--- config.mk ---
export PLATFORM = sky130hd
export DESIGN_NAME = uart_rx_fifo
export DESIGN_NICKNAME = d
export VERILOG_FILES = /design/src/rtl/uart_rx_fifo.sv
export SDC_FILE = /design/constraint.sdc
export NUM_CORES = 1
export LEC_CHECK = 0
export CAP_MARGIN = 20
export CORE_UTILIZATION = 40
export CTS_BUF_LIST = sky130_fd_sc_hd__clkbuf_4
export DETAILED_ROUTE_END_ITERATION = 16
export GPL_TIMING_DRIVEN = 1
export SLEW_MARGIN = 10
export SYNTH_ARGS = -nofsm -noshare
export SYNTH_HDL_FRONTEND = slang
export SYNTH_SLANG_ARGS = --single-unit
export TNS_END_PERCENT = 10
--- constraint.sdc ---
create_clock -name clk -period 4.7 [get_ports clk]
set_clock_uncertainty 0.2 [all_clocks]
set_input_delay 0.705 -clock clk [delete_from_list [all_inputs] [get_ports clk]]
set_output_delay 0.705 -clock clk [all_outputs]
set_load 0.02 [all_outputs]
--- src/rtl/uart_rx_fifo.sv ---
// 8N1 UART receiver with mid-bit sampling and a first-word-fall-through byte FIFO.
// Good bytes are pushed at the stop sample; framing errors and overflows pulse for one cycle.
module uart_rx_fifo #(
   parameter int clk_freq   = 50000000,
   parameter int baud       = 115200,
   parameter int depth_log2 = 2
) (
   input  logic       clk,
   input  logic       rst,
   input  logic       rx,
   input  logic       rd,
   output logic [7:0] drec,
   output logic       avail,
   output logic       full,
   output logic       ferr,
   output logic       ovf
);

   localparam int D     = clk_freq / baud;
   localparam int HALF  = D / 2;
   localparam int CW    = $clog2(D);
   localparam int AW    = depth_log2;
   localparam int PW    = depth_log2 + 1;
   localparam int DEPTH = 1 << depth_log2;

   localparam logic [CW-1:0] CNT_LAST = CW'(D - 1);
   localparam logic [CW-1:0] CNT_HALF = CW'(HALF - 1);

   localparam logic [1:0] IDLE  = 2'd0;
   localparam logic [1:0] START = 2'd1;
   localparam logic [1:0] DATA  = 2'd2;
   localparam logic [1:0] STOP  = 2'd3;

   logic          rx_meta;
   logic          rxs;
   logic [1:0]    state;
   logic [CW-1:0] cnt;
   logic [2:0]    idx;
   logic [7:0]    shreg;

   logic [7:0]    mem [DEPTH];
   logic [PW-1:0] wptr;
   logic [PW-1:0] rptr;

   logic stop_edge;
   logic push;
   logic pop;
   logic push_ok;

   assign stop_edge = (state == STOP) && (cnt == CNT_LAST);
   assign push      = stop_edge && rxs;
   assign pop       = rd && avail;
   // A pop in the same cycle frees the head slot, so a push into a full FIFO still fits.
   assign push_ok   = push && (!full || pop);

   always_ff @(posedge clk) begin
      if (!rst) begin
         rx_meta <= 1'b1;
         rxs     <= 1'b1;
      end else begin
         rx_meta <= rx;
         rxs     <= rx_meta;
      end
   end

   always_ff @(posedge clk) begin
      if (!rst) begin
         state <= IDLE;
         cnt   <= '0;
         idx   <= '0;
         shreg <= '0;
      end else begin
         case (state)
            IDLE: begin
               if (!rxs) begin
                  state <= START;
                  cnt   <= '0;
               end
            end
            START: begin
               cnt <= cnt + CW'(1);
               if (cnt == CNT_HALF) begin
                  cnt <= '0;
                  idx <= '0;
                  state <= rxs ? IDLE : DATA;
               end
            end
            DATA: begin
               cnt <= cnt + CW'(1);
               if (cnt == CNT_LAST) begin
                  cnt   <= '0;
                  shreg <= {rxs, shreg[7:1]};
                  if (idx == 3'd7) state <= STOP;
                  else             idx   <= idx + 3'd1;
               end
            end
            STOP: begin
               cnt <= cnt + CW'(1);
               if (cnt == CNT_LAST) begin
                  cnt   <= '0;
                  state <= IDLE;
               end
            end
            default: state <= IDLE;
         endcase
      end
   end

   always_ff @(posedge clk) begin
      if (!rst) begin
         ferr <= 1'b0;
         ovf  <= 1'b0;
      end else begin
         ferr <= stop_edge && !rxs;
         ovf  <= push && full && !rd;
      end
   end

   always_ff @(posedge clk) begin
      if (!rst) begin
         wptr <= '0;
         rptr <= '0;
      end else begin
         if (push_ok) wptr <= wptr + PW'(1);
         if (pop)     rptr <= rptr + PW'(1);
      end
   end

   // NOTE: storage is deliberately not reset; the pointers alone define which entries are valid.
   always_ff @(posedge clk) begin
      if (push_ok) mem[wptr[AW-1:0]] <= shreg;
   end

   assign avail = (wptr != rptr);
   assign full  = (wptr[AW] != rptr[AW]) && (wptr[AW-1:0] == rptr[AW-1:0]);
   assign drec  = avail ? mem[rptr[AW-1:0]] : 8'h00;

endmodule

## After elaboration in Yosys (flattened, before gate mapping)

Memories as Yosys holds them, arrays and structs flattened. A register that Yosys moved wholly into a read port is not among the register bits.
Index checks and enable logic that the tools add are counted.
W data, S select, Z words.

| storage, ports and cells | value |
|---|---|
| memories kept | 1 |
| memory bits (writable) | 32 |
| bits in registers | 32 |
| output and inout port bits | 12 |

| operators by class | value |
|---|---|
| reduce and logical (&&, ||, !) cells | 18 |
| add/subtract/negate cells | 4 |
| equal/unequal tests | 15 |
| muxes and demuxes | 20 |

Memory list:

| memory | words | bits a word | read ports | clocked after Yosys merged registers in | write ports | RTL line | source |
|---|---|---|---|---|---|---|---|
| mem | 4 | 8 | 1 | 1 | 1 | 41 | `logic [7:0] mem [DEPTH];` |

Operators by type and width:

| cell | number |
|---|---|
| $mux W9 | 3 |
| $pmux W9 S3 | 1 |
| $mux W2 | 8 |
| $ne A2 B2 Y1 const B | 5 |
| $add A3 B1 Y3 const B | 3 |
| $add A9 B1 Y9 const B | 1 |
| $eq A9 B8 Y1 const B | 1 |
| $eq A9 B9 Y1 const B | 1 |
| $mux W3 | 3 |
| $logic_and A1 B1 Y1 | 8 |
| $mux W8 | 1 |
| $pmux W2 S4 | 1 |
| $pmux W3 S2 | 1 |
| $reduce_and A5 Y1 | 1 |
| $eq A2 B2 Y1 const B | 2 |
| $reduce_and A4 Y1 | 1 |
| $eq A3 B3 Y1 const B | 1 |
| $logic_not A1 Y1 | 3 |
| $ne A3 B3 Y1 | 1 |
| $eq A2 B1 Y1 const B | 1 |
| $eq A2 B2 Y1 | 1 |
| $logic_not A2 Y1 | 1 |
| $mux W1 | 2 |
| $ne A2 B1 Y1 const B | 1 |
| other kinds (5) | 5 |

## Depth between registers and ports, before layout

Gate-level depths: netlist of run 1.

| logic depth | value |
|---|---|
| depth after elaboration | 7 |
| gate-level depth with buffers | 7 |
| depth with buffers taken out | 6 |

## Worst setup path before layout of run 1

No wires, ideal clock.

| timing | value |
|---|---|
| path type | flip-flop to output port |
| from | reg wptr[1] |
| to | out avail |
| cell stages (with the launch flop) | 4 |
| data required time | 3795 ps |
| path slack | 2453 ps |
| arrival time | 1342 ps |
| cells stage by stage | dfxtp_1 -> xor2_1 -> nor3_1 -> inv_1 |

| between the ends | value |
|---|---|
| cells in the longest elaborated chain, start to end | 1 |

Ends and longest elaborated chain:

| what | RTL line | source |
|---|---|---|
| start, declared | 42 | `logic [PW-1:0] wptr;` |
| start signal, assigned | 124 | `if (push_ok) wptr <= wptr + PW'(1);` |
| $ne A3 B3 Y1 | 134 | `assign avail = (wptr != rptr);` |
| end, declared | 13 | `output logic avail,` |

Every way passes these cells.

==> impl_metrics.json, run 1 <==
{
  "status": "finished, final reports clean",
  "period_needed_ns": 3.224,
  "drv_cap": 0,
  "post-route-period-util_pct": 68.60,
  "ys.flop_type": "dfxtp_1",
  "grt_pass1_wl_mm": 8.383,
  "drt-initial-drc-count": 41,
  "first_global_vias": 1753,
  "cts.path.max_buffers": 2,
  "coreArea_um2": 7253,
  "h-tree-depth": 3,
  "rows": 31,
  "holdBufCountCts": 0,
  "syn_to_final_growth_pct": 12.55,
  "cp.arrival_ns": 2.32,
  "post_cts_resized": 0,
  "antenna_found_initial": 0,
  "tns_ns": 0,
  "regArea_um2": 1642,
  "critical_path.max_fanout": 8,
  "cts_made_buffers": 9,
  "hp-class": "flop to flop",
  "seqPwrFrac_pct": 59.5,
  "drc": 0,
  "synthCells": 241,
  "die_y_um": 88.48,
  "cp.required_ns": 3.80,
  "fillCellCount": 686,
  "ys_seq_area_share_pct": 54.87,
  "design_area_um2": 3367,
  "most-common-layout-cells": "34 x dfxtp_1, 32 x edfxtp_1, 15 x nor2_1, 15 x clkdlybuf4s50_1, 12 x a21oi_1",
  "switching_share_pct": 23.30,
  "powerDensity_nw_per_um2": 301.7,
  "path_clk_slew_ns": 0.11,
  "grt_max_degree": 27,
  "clkSinkCount": 66,
  "p_leak_nw": 1.122,
  "power.internal_mw": 0.7791,
  "tightest_slew_ns": 0.8654,
  "relSlewSlack_pct": 41.92,
  "placed_cell_area_um2": 3226,
  "syn_area_per_cell_um2": 12.41,
  "utilization_pct": 46.42,
  "peakVddDrop_mv": 0.1404,
  "drt.antenna.violating_nets": 0,
  "fp.dieW_um": 88.48,
  "startpoint_type": "flop",
  "via_per_inst": 5.190,
  "io_buffer_count": 15,
  "critPathCaptureType": "output port",
  "p_sw_mw": 0.2367,
  "gp_congestion": 0.7446,
  "drive_above_1_share_pct": 15.15,
  "synth.distinct_cells": 57,
  "wl_per_cell_um": 14.22,
  "crit_type": "flop to output port",
  "n_antenna_cell": 0,
  "post-cts-setup-buffers": 0,
  "p_total_mw": 1.016,
  "synthArstFlopShare_pct": 0,
  "via_count": 1884,
  "overflow": 0,
  "syn_nets": 255,
  "routed_wl_mm": 5.163,
  "worstSkewPairLatency_ns": 0.41,
  "hold_violations": 0,
  "syn_area_um2": 2992,
  "fmaxAchievable_mhz": 310.1,
  "p_clk_share_pct": 37.6,
  "grt_setup_unrepaired": "false",
  "finalMaxSlewViolations": 0,
  "cts_root_buf": "clkbuf_4",
  "grt_use_total_pct": 14.58,
  "combPwrFrac_pct": 2.9,
  "cts_tree": "done",
  "nets": 273,
  "io-pin-count": 16,
  "multi_input_area_um2": 1250,
  "mostFrequentLayoutCell": "dfxtp_1",
  "dp_hpwl_mm": 3.363,
  "start_util_pct": 41.25,
  "die_area_um2": 7829,
  "synth_seq_cells": 66,
  "synth_edf_count": 32,
  "firstDrtPassIters": 4,
  "setup-violations-final": 0,
  "yosys_warnings": 0
}
[layer usage]
layer	GRT usage (%)	part of all wire, %	vias up
li1	-	-	946
met1	18.44	49	907
met2	23.22	46	21
met3	3.918	2.8	10
met4	7.038	2.1	0
met5	0	0	-
[registers in the layout, indices dropped and copies added, names as in the netlist, named ones only]
signal   count
cnt          9
ferr         1
idx          3
mem         32
ovf          1
rptr         3
rx_meta      1
rxs          1
shreg        8
state        1
wptr         3
[critical path: stages, from the launching register on]
cell,delay (ns)
dfxtp_1,0.68
mux4_2,0.57
nor2b_1,0.14
clkdlybuf4s50_1,0.53
[path summary, 6_finish.rpt]
kind	end	cells after the start	startpoint	slack (ns)
setup / recovery	drec[6]	3	flop	1.48
hold / removal	rxs$_SDFF_PN1_	1	rx_meta$_SDFF_PN1_	0.22
setup reg to reg	mem[1][5]$_DFFE_PP_	5	cnt[1]$_SDFFE_PN0P_	2.23
hold reg to reg	rxs$_SDFF_PN1_	1	rx_meta$_SDFF_PN1_	0.22
[cell usage after synthesis (all sizes together), types with 2 or more instances]
| master | instances | area share, % |
|---|---|---|
| a211o | 2 | 0.59 |
| a21boi | 2 | 0.50 |
| a21oi | 12 | 2.0 |
| a22o | 3 | 0.88 |
| a311oi | 2 | 0.59 |
| and3 | 5 | 1.0 |
| buf | 7 | 1.5 |
| clkbuf | 4 | 0.54 |
| dfxtp | 34 | 23 |
| edfxtp | 32 | 32 |
| ha | 10 | 4.2 |
| inv | 9 | 1.1 |
| mux2i | 9 | 3.0 |
| mux4 | 8 | 6.0 |
| nand2 | 11 | 1.4 |
| nand2b | 2 | 0.42 |
| nand3 | 9 | 1.5 |
| nand4 | 3 | 1.1 |
| nor2 | 15 | 1.9 |
| nor2b | 9 | 1.9 |
| nor3 | 6 | 1.0 |
| nor4 | 2 | 0.92 |
| nor4b | 2 | 0.59 |
| o21a | 4 | 1.0 |
| o21ai | 5 | 0.84 |
| o31ai | 4 | 1.0 |
| or2 | 2 | 0.42 |
| or4 | 3 | 0.75 |
| xor2 | 5 | 1.5 |
[kinds of logic (layout without fill, tap and decap cells)]
logic type | after synthesis | in the layout | share of synthesized area (%)
AOI/OAI and AO/OA | 42 | 42 | 10.21
xor gates and xnor gates | 6 | 6 | 1.757
adders and majority gates | 10 | 10 | 4.182
buffers and inverters | 21 | 44 | 3.346
DFF | 66 | 66 | 54.87
muxes | 17 | 17 | 9.034
and+or+nand+nor | 79 | 79 | 16.60
[cell type report]
| cell class | instances | share of cell area, % |
|---|---|---|
| repair buffers | 18 | 5.128 |
| inverters | 10 | 1.115 |
| flip-flops and latches | 66 | 48.75 |
| well taps | 99 | 3.679 |
| multi-input cells | 154 | 37.12 |
| clock inverters | 6 | 1.970 |
| clock buffers | 10 | 2.230 |
[through the flow]
stage	setup slack, ns	hold WS [ns]	std cells
5_1_grt	1.325	0.2297	363
3_3_place_gp	1.892	0.1887	347
2_1_floorplan	2.453	0.1863	241
6_report	1.476	0.2186	363
3_5_place_dp	1.858	0.1952	347
4_1_cts	1.395	0.2239	363
[power by group through the flow]
stage / Sequential (mW) / Clock [mW] / Combinational [mW]
after floorplan: 0.613 / 0 / 0.0257
after global placement: 0.617 / 0 / 0.0294
after detailed placement: 0.617 / 0 / 0.0293
after CTS: 0.604 / 0.396 / 0.0296
after global routing: 0.605 / 0.415 / 0.0330
final: 0.604 / 0.382 / 0.0296
No activity file was read; power rests on OpenSTA's default activity.
==> run 2: changes to the inputs <==
==> constraint.sdc (replaced) <==
create_clock -name clk -period 3.25 [get_ports clk]
set_clock_uncertainty 0.2 [all_clocks]
set_input_delay 0.4875 -clock clk [delete_from_list [all_inputs] [get_ports clk]]
set_output_delay 0.4875 -clock clk [all_outputs]
set_load 0.02 [all_outputs]
==> impl_metrics.json, run 2 (same netlist as run 1, synthesis figures left out) <==
{
  "dp_hpwl_mm": 3.565,
  "drt-initial-drc-count": 42,
  "cp.arrival_ns": 2.36,
  "cts_root_buf": "clkbuf_4",
  "p_leak_nw": 1.117,
  "path_cells": "mux4_2, nor2b_1, clkdlybuf4s50_1",
  "holdBufCountCts": 0,
  "drt.antenna.violating_nets": 0,
  "path_clk_slew_ns": 0.12,
  "io-pin-count": 16,
  "grt_pass1_wl_mm": 8.942,
  "largest_register_ffs": 32,
  "reg2reg_slack_ns": 0.81,
  "h-tree-depth": 3,
  "syn_to_final_growth_pct": 11.92,
  "mostFrequentLayoutCell": "dfxtp_1",
  "post-place-ws_ns": 0.3457,
  "die_y_um": 88.48,
  "cts_made_buffers": 9,
  "nets": 273,
  "coreArea_um2": 7253,
  "clkSinkCount": 66,
  "overflow": 0,
  "peakVddDrop_mv": 0.2253,
  "io_buffer_count": 15,
  "relSlewSlack_pct": 51.89,
  "most-common-layout-cells": "34 x dfxtp_1, 32 x edfxtp_1, 15 x nor2_1, 15 x clkdlybuf4s50_1, 12 x a21oi_1",
  "post-cts-setup-buffers": 0,
  "hold_violations": 0,
  "hp-class": "flop to flop",
  "powerDensity_nw_per_um2": 414.6,
  "tns_ns": 0,
  "wl_per_cell_um": 14.55,
  "finalMaxSlewViolations": 0,
  "grt_max_degree": 26,
  "period_needed_ns": 3.044,
  "die_area_um2": 7829,
  "worstSkewPairLatency_ns": 0.41,
  "hold_slack_ns": 0.2206,
  "drv_cap": 0,
  "via_per_inst": 5.182,
  "fmaxAchievable_mhz": 328.5,
  "startpoint_type": "flop",
  "antenna_found_initial": 0,
  "gp_congestion": 0.7534,
  "firstDrtPassIters": 4,
  "crit_type": "flop to output port",
  "cts.path.max_buffers": 2,
  "via_count": 1881,
  "crit_slowest_cell": "dfxtp_1",
  "grt_setup_unrepaired": "false",
  "grt_use_total_pct": 15.44,
  "critical_path.max_fanout": 8,
  "first_global_vias": 1780,
  "fin_ws_ns": 0.2060,
  "tightest_slew_ns": 0.7162,
  "cts_tree": "done",
  "status": "finished, final reports clean",
  "rows": 31,
  "post-route-period-util_pct": 93.66,
  "n_antenna_cell": 0,
  "critPathCaptureType": "output port",
  "routed_wl_mm": 5.281,
  "drc": 0,
  "setup-violations-final": 0,
  "drive_above_1_share_pct": 15.53,
  "cp.required_ns": 2.56,
  "crit_path_max_incr_delay_ns": 0.68,
  "fp.dieW_um": 88.48,
  "start_util_pct": 41.25
}
==> run 2: changes by cell type in the layout (fill, tap and decap cells not counted), sizes merged <==
| cell | delta |
|---|---|
| clkinvlp | -1 |
| bufinv | -1 |
| clkinv | +2 |
==> run 2: worst paths after layout <==
path,cells past startpoint,to,start
worst max register to register,5,mem[1][5]$_DFFE_PP_,cnt[1]$_SDFFE_PN0P_
worst min register to register,1,rxs$_SDFF_PN1_,rx_meta$_SDFF_PN1_
worst max-delay path,3,drec[7],flop
worst min-delay path,1,rxs$_SDFF_PN1_,rx_meta$_SDFF_PN1_
==> run 2: layout make-up <==
| type | instances | area (µm²) |
|---|---|---|
| fill | 667 | 3905 |
| sequential | 66 | 1642 |
| multi-input combinational | 154 | 1255 |
| timing repair buffer | 18 | 172.7 |
| tap | 99 | 123.9 |
| clock buffer | 10 | 75.07 |
| clock inverter | 6 | 42.54 |
| inverter | 10 | 37.54 |
==> run 2: power breakdown <==
group | internal, mW | switching (mW) | leakage, nW
logic | 0.0164 | 0.0263 | 0.484
clock network | 0.167 | 0.305 | 0.0628
registers | 0.867 | 0.00668 | 0.571
==> run 2: what timing repair did <==
item / 4_1_cts / 5_1_grt
resized for setup: 1 / 0
hold endpoints to repair: 0 / 0
setup endpoints to repair: 9 / 0
==> run 2: critical path: cells and delay by family (launching register included) <==
family	cells	cell delay (ns)
muxes	1	0.57
DFF	1	0.68
buffers and inverters	1	0.57
and+or+nand+nor	1	0.14
==> run 2: metrics by stage <==
| stage | utilization, % | total power [mW] | area [µm²] | std cells |
|---|---|---|---|---|
| 2_1_floorplan | - | 0.9243 | 2992 | 241 |
| 3_3_place_gp | 44.47 | 0.9352 | 3226 | 347 |
| 3_5_place_dp | 44.47 | 0.9352 | 3226 | 347 |
| 4_1_cts | 46.16 | 1.406 | 3348 | 363 |
| 5_1_grt | 46.16 | 1.445 | 3348 | 363 |
| 6_report | 46.16 | 1.388 | 3348 | 363 |
==> run 2: routing by layer <==
metal | global-route usage [%] | up-vias | wire length [µm]
met5 | 0 | - | 0
met4 | 6.598 | 0 | 93
met3 | 4.198 | 8 | 149
met2 | 25.73 | 25 | 2587
met1 | 18.85 | 905 | 2451
li1 | - | 943 | -
==> run 3: changes to the inputs <==
--- a/config.mk
+++ b/config.mk
@@ -9,6 +9,7 @@
 export CORE_UTILIZATION = 40
 export CTS_BUF_LIST = sky130_fd_sc_hd__clkbuf_4
 export DETAILED_ROUTE_END_ITERATION = 16
+export DONT_BUFFER_PORTS = 1
 export GPL_TIMING_DRIVEN = 1
 export SLEW_MARGIN = 10
 export SYNTH_ARGS = -nofsm -noshare
==> impl_metrics.json, run 3 (same netlist as run 1, synthesis figures left out) <==
{
  "status": "finished, final reports clean",
  "nets": 260,
  "cts_tree": "done",
  "setup-violations-final": 0,
  "path_clk_slew_ns": 0.12,
  "period_needed_ns": 2.580,
  "die_y_um": 88.48,
  "most-common-layout-cells": "34 x dfxtp_1, 32 x edfxtp_1, 15 x nor2_1",
  "critPathCaptureType": "output port",
  "via_per_inst": 5.329,
  "drt.antenna.violating_nets": 0,
  "n_antenna_cell": 0,
  "critical_path.max_fanout": 8,
  "gp_congestion": 0.7731,
  "drive_above_1_share_pct": 16.33,
  "finalMaxSlewViolations": 0,
  "p_leak_nw": 1.086,
  "startpoint_type": "flop",
  "coreArea_um2": 7253,
  "antenna_found_initial": 0,
  "routed_wl_mm": 5.277,
  "tns_ns": 0,
  "overflow": 0,
  "holdBufCountCts": 2,
  "cp.required_ns": 2.56,
  "cp.arrival_ns": 1.89,
  "grt_max_degree": 18,
  "hp-class": "input pin to flop",
  "clkSinkCount": 66,
  "wl_per_cell_um": 15.08,
  "relSlewSlack_pct": 46.45,
  "fp.dieW_um": 88.48,
  "dp_hpwl_mm": 3.512,
  "reg2reg_slack_ns": 0.76,
  "start_util_pct": 41.25,
  "drc": 0,
  "firstDrtPassIters": 4,
  "placed_cell_area_um2": 3075,
  "crit_slowest_cell": "dfxtp_1",
  "grt_setup_unrepaired": "false",
  "grt_pass1_wl_mm": 8.949,
  "cts_root_buf": "clkbuf_4",
  "path_cells": "mux4_2, nor2b_1",
  "tightest_slew_ns": 0.7971,
  "mostFrequentLayoutCell": "dfxtp_1",
  "io-pin-count": 16,
  "rows": 31,
  "cts.path.max_buffers": 2,
  "largest_register_ffs": 32,
  "peakVddDrop_mv": 0.1730,
  "post-route-period-util_pct": 79.39,
  "cts_made_buffers": 9,
  "io_buffer_count": 0,
  "fin_ws_ns": 0.6698,
  "post_cts_resized": 0,
  "powerDensity_nw_per_um2": 453.7,
  "crit_type": "flop to output port",
  "post-cts-setup-buffers": 0,
  "drv_cap": 0,
  "design_area_um2": 3246,
  "post-place-ws_ns": 0.7373,
  "fillCellCount": 660,
  "hold_violations": 0,
  "drt-initial-drc-count": 84,
  "fmaxAchievable_mhz": 387.6,
  "die_area_um2": 7829,
  "worstSkewPairLatency_ns": 0.41,
  "grt_use_total_pct": 15.67,
  "critPathTopFamily": "flip-flops",
  "syn_to_final_growth_pct": 8.490,
  "crit_path_max_incr_delay_ns": 0.70,
  "via_count": 1865,
  "first_global_vias": 1766,
  "h-tree-depth": 3,
  "crit_buf_inv": 0
}
[run 3: cell count changes in the layout (fill, tap and decap cells not counted)]
cell and delta:
clkdlybuf4s50_1 -15, dlygate4sd3_1 +2, inv_6 +1, clkinvlp_4 -1, clkinv_4 +1, clkbuf_4 -1
clkinv_2 -1, bufinv_16 +1
[run 3: layer usage]
layer | up-vias | wire, µm | global-route usage, %
met2 | 31 | 2510 | 24.06
met1 | 897 | 2535 | 20.07
met4 | 0 | 89 | 8.651
met5 | - | 0 | 0
met3 | 8 | 142 | 4.291
li1 | 929 | - | -
[run 3: cell type report]
class | instances | area (µm²) | area share (%)
Clock buffer | 9 | 67.56 | 2.082
Clock inverter | 7 | 77.57 | 2.390
Inverter | 10 | 37.54 | 1.157
Multi-Input combinational cell | 154 | 1255 | 38.67
Sequential cell | 66 | 1642 | 50.58
Tap cell | 99 | 123.9 | 3.817
Timing Repair Buffer | 5 | 42.54 | 1.311
[run 3: metrics by stage]
stage	std cells	power, mW	utilization (%)	hold slack (ns)
4_1_cts	350	1.496	44.68	0.006119
5_1_grt	350	1.540	44.75	0.01095
6_report	350	1.472	44.75	0.03893
3_3_place_gp	332	0.9293	42.40	0.1961
3_5_place_dp	332	0.9290	42.40	0.2001
2_1_floorplan	241	0.9243	-	0.1863
[run 3: path summary, 6_finish.rpt]
check                                         start                   to  cells past startpoint
worst max-delay path                           flop              drec[6]                      2
worst min-delay path                            rst  cnt[2]$_SDFFE_PN0P_                      1
worst max register to register  cnt[1]$_SDFFE_PN0P_  mem[0][6]$_DFFE_PP_                      5
worst min register to register   rx_meta$_SDFF_PN1_       rxs$_SDFF_PN1_                      1
[run 3: report_power, final]
group,leakage [nW],internal (mW),switching [mW]
combinational,0.438,0.0150,0.0251
sequential,0.571,0.867,0.00667
clock,0.0769,0.241,0.318
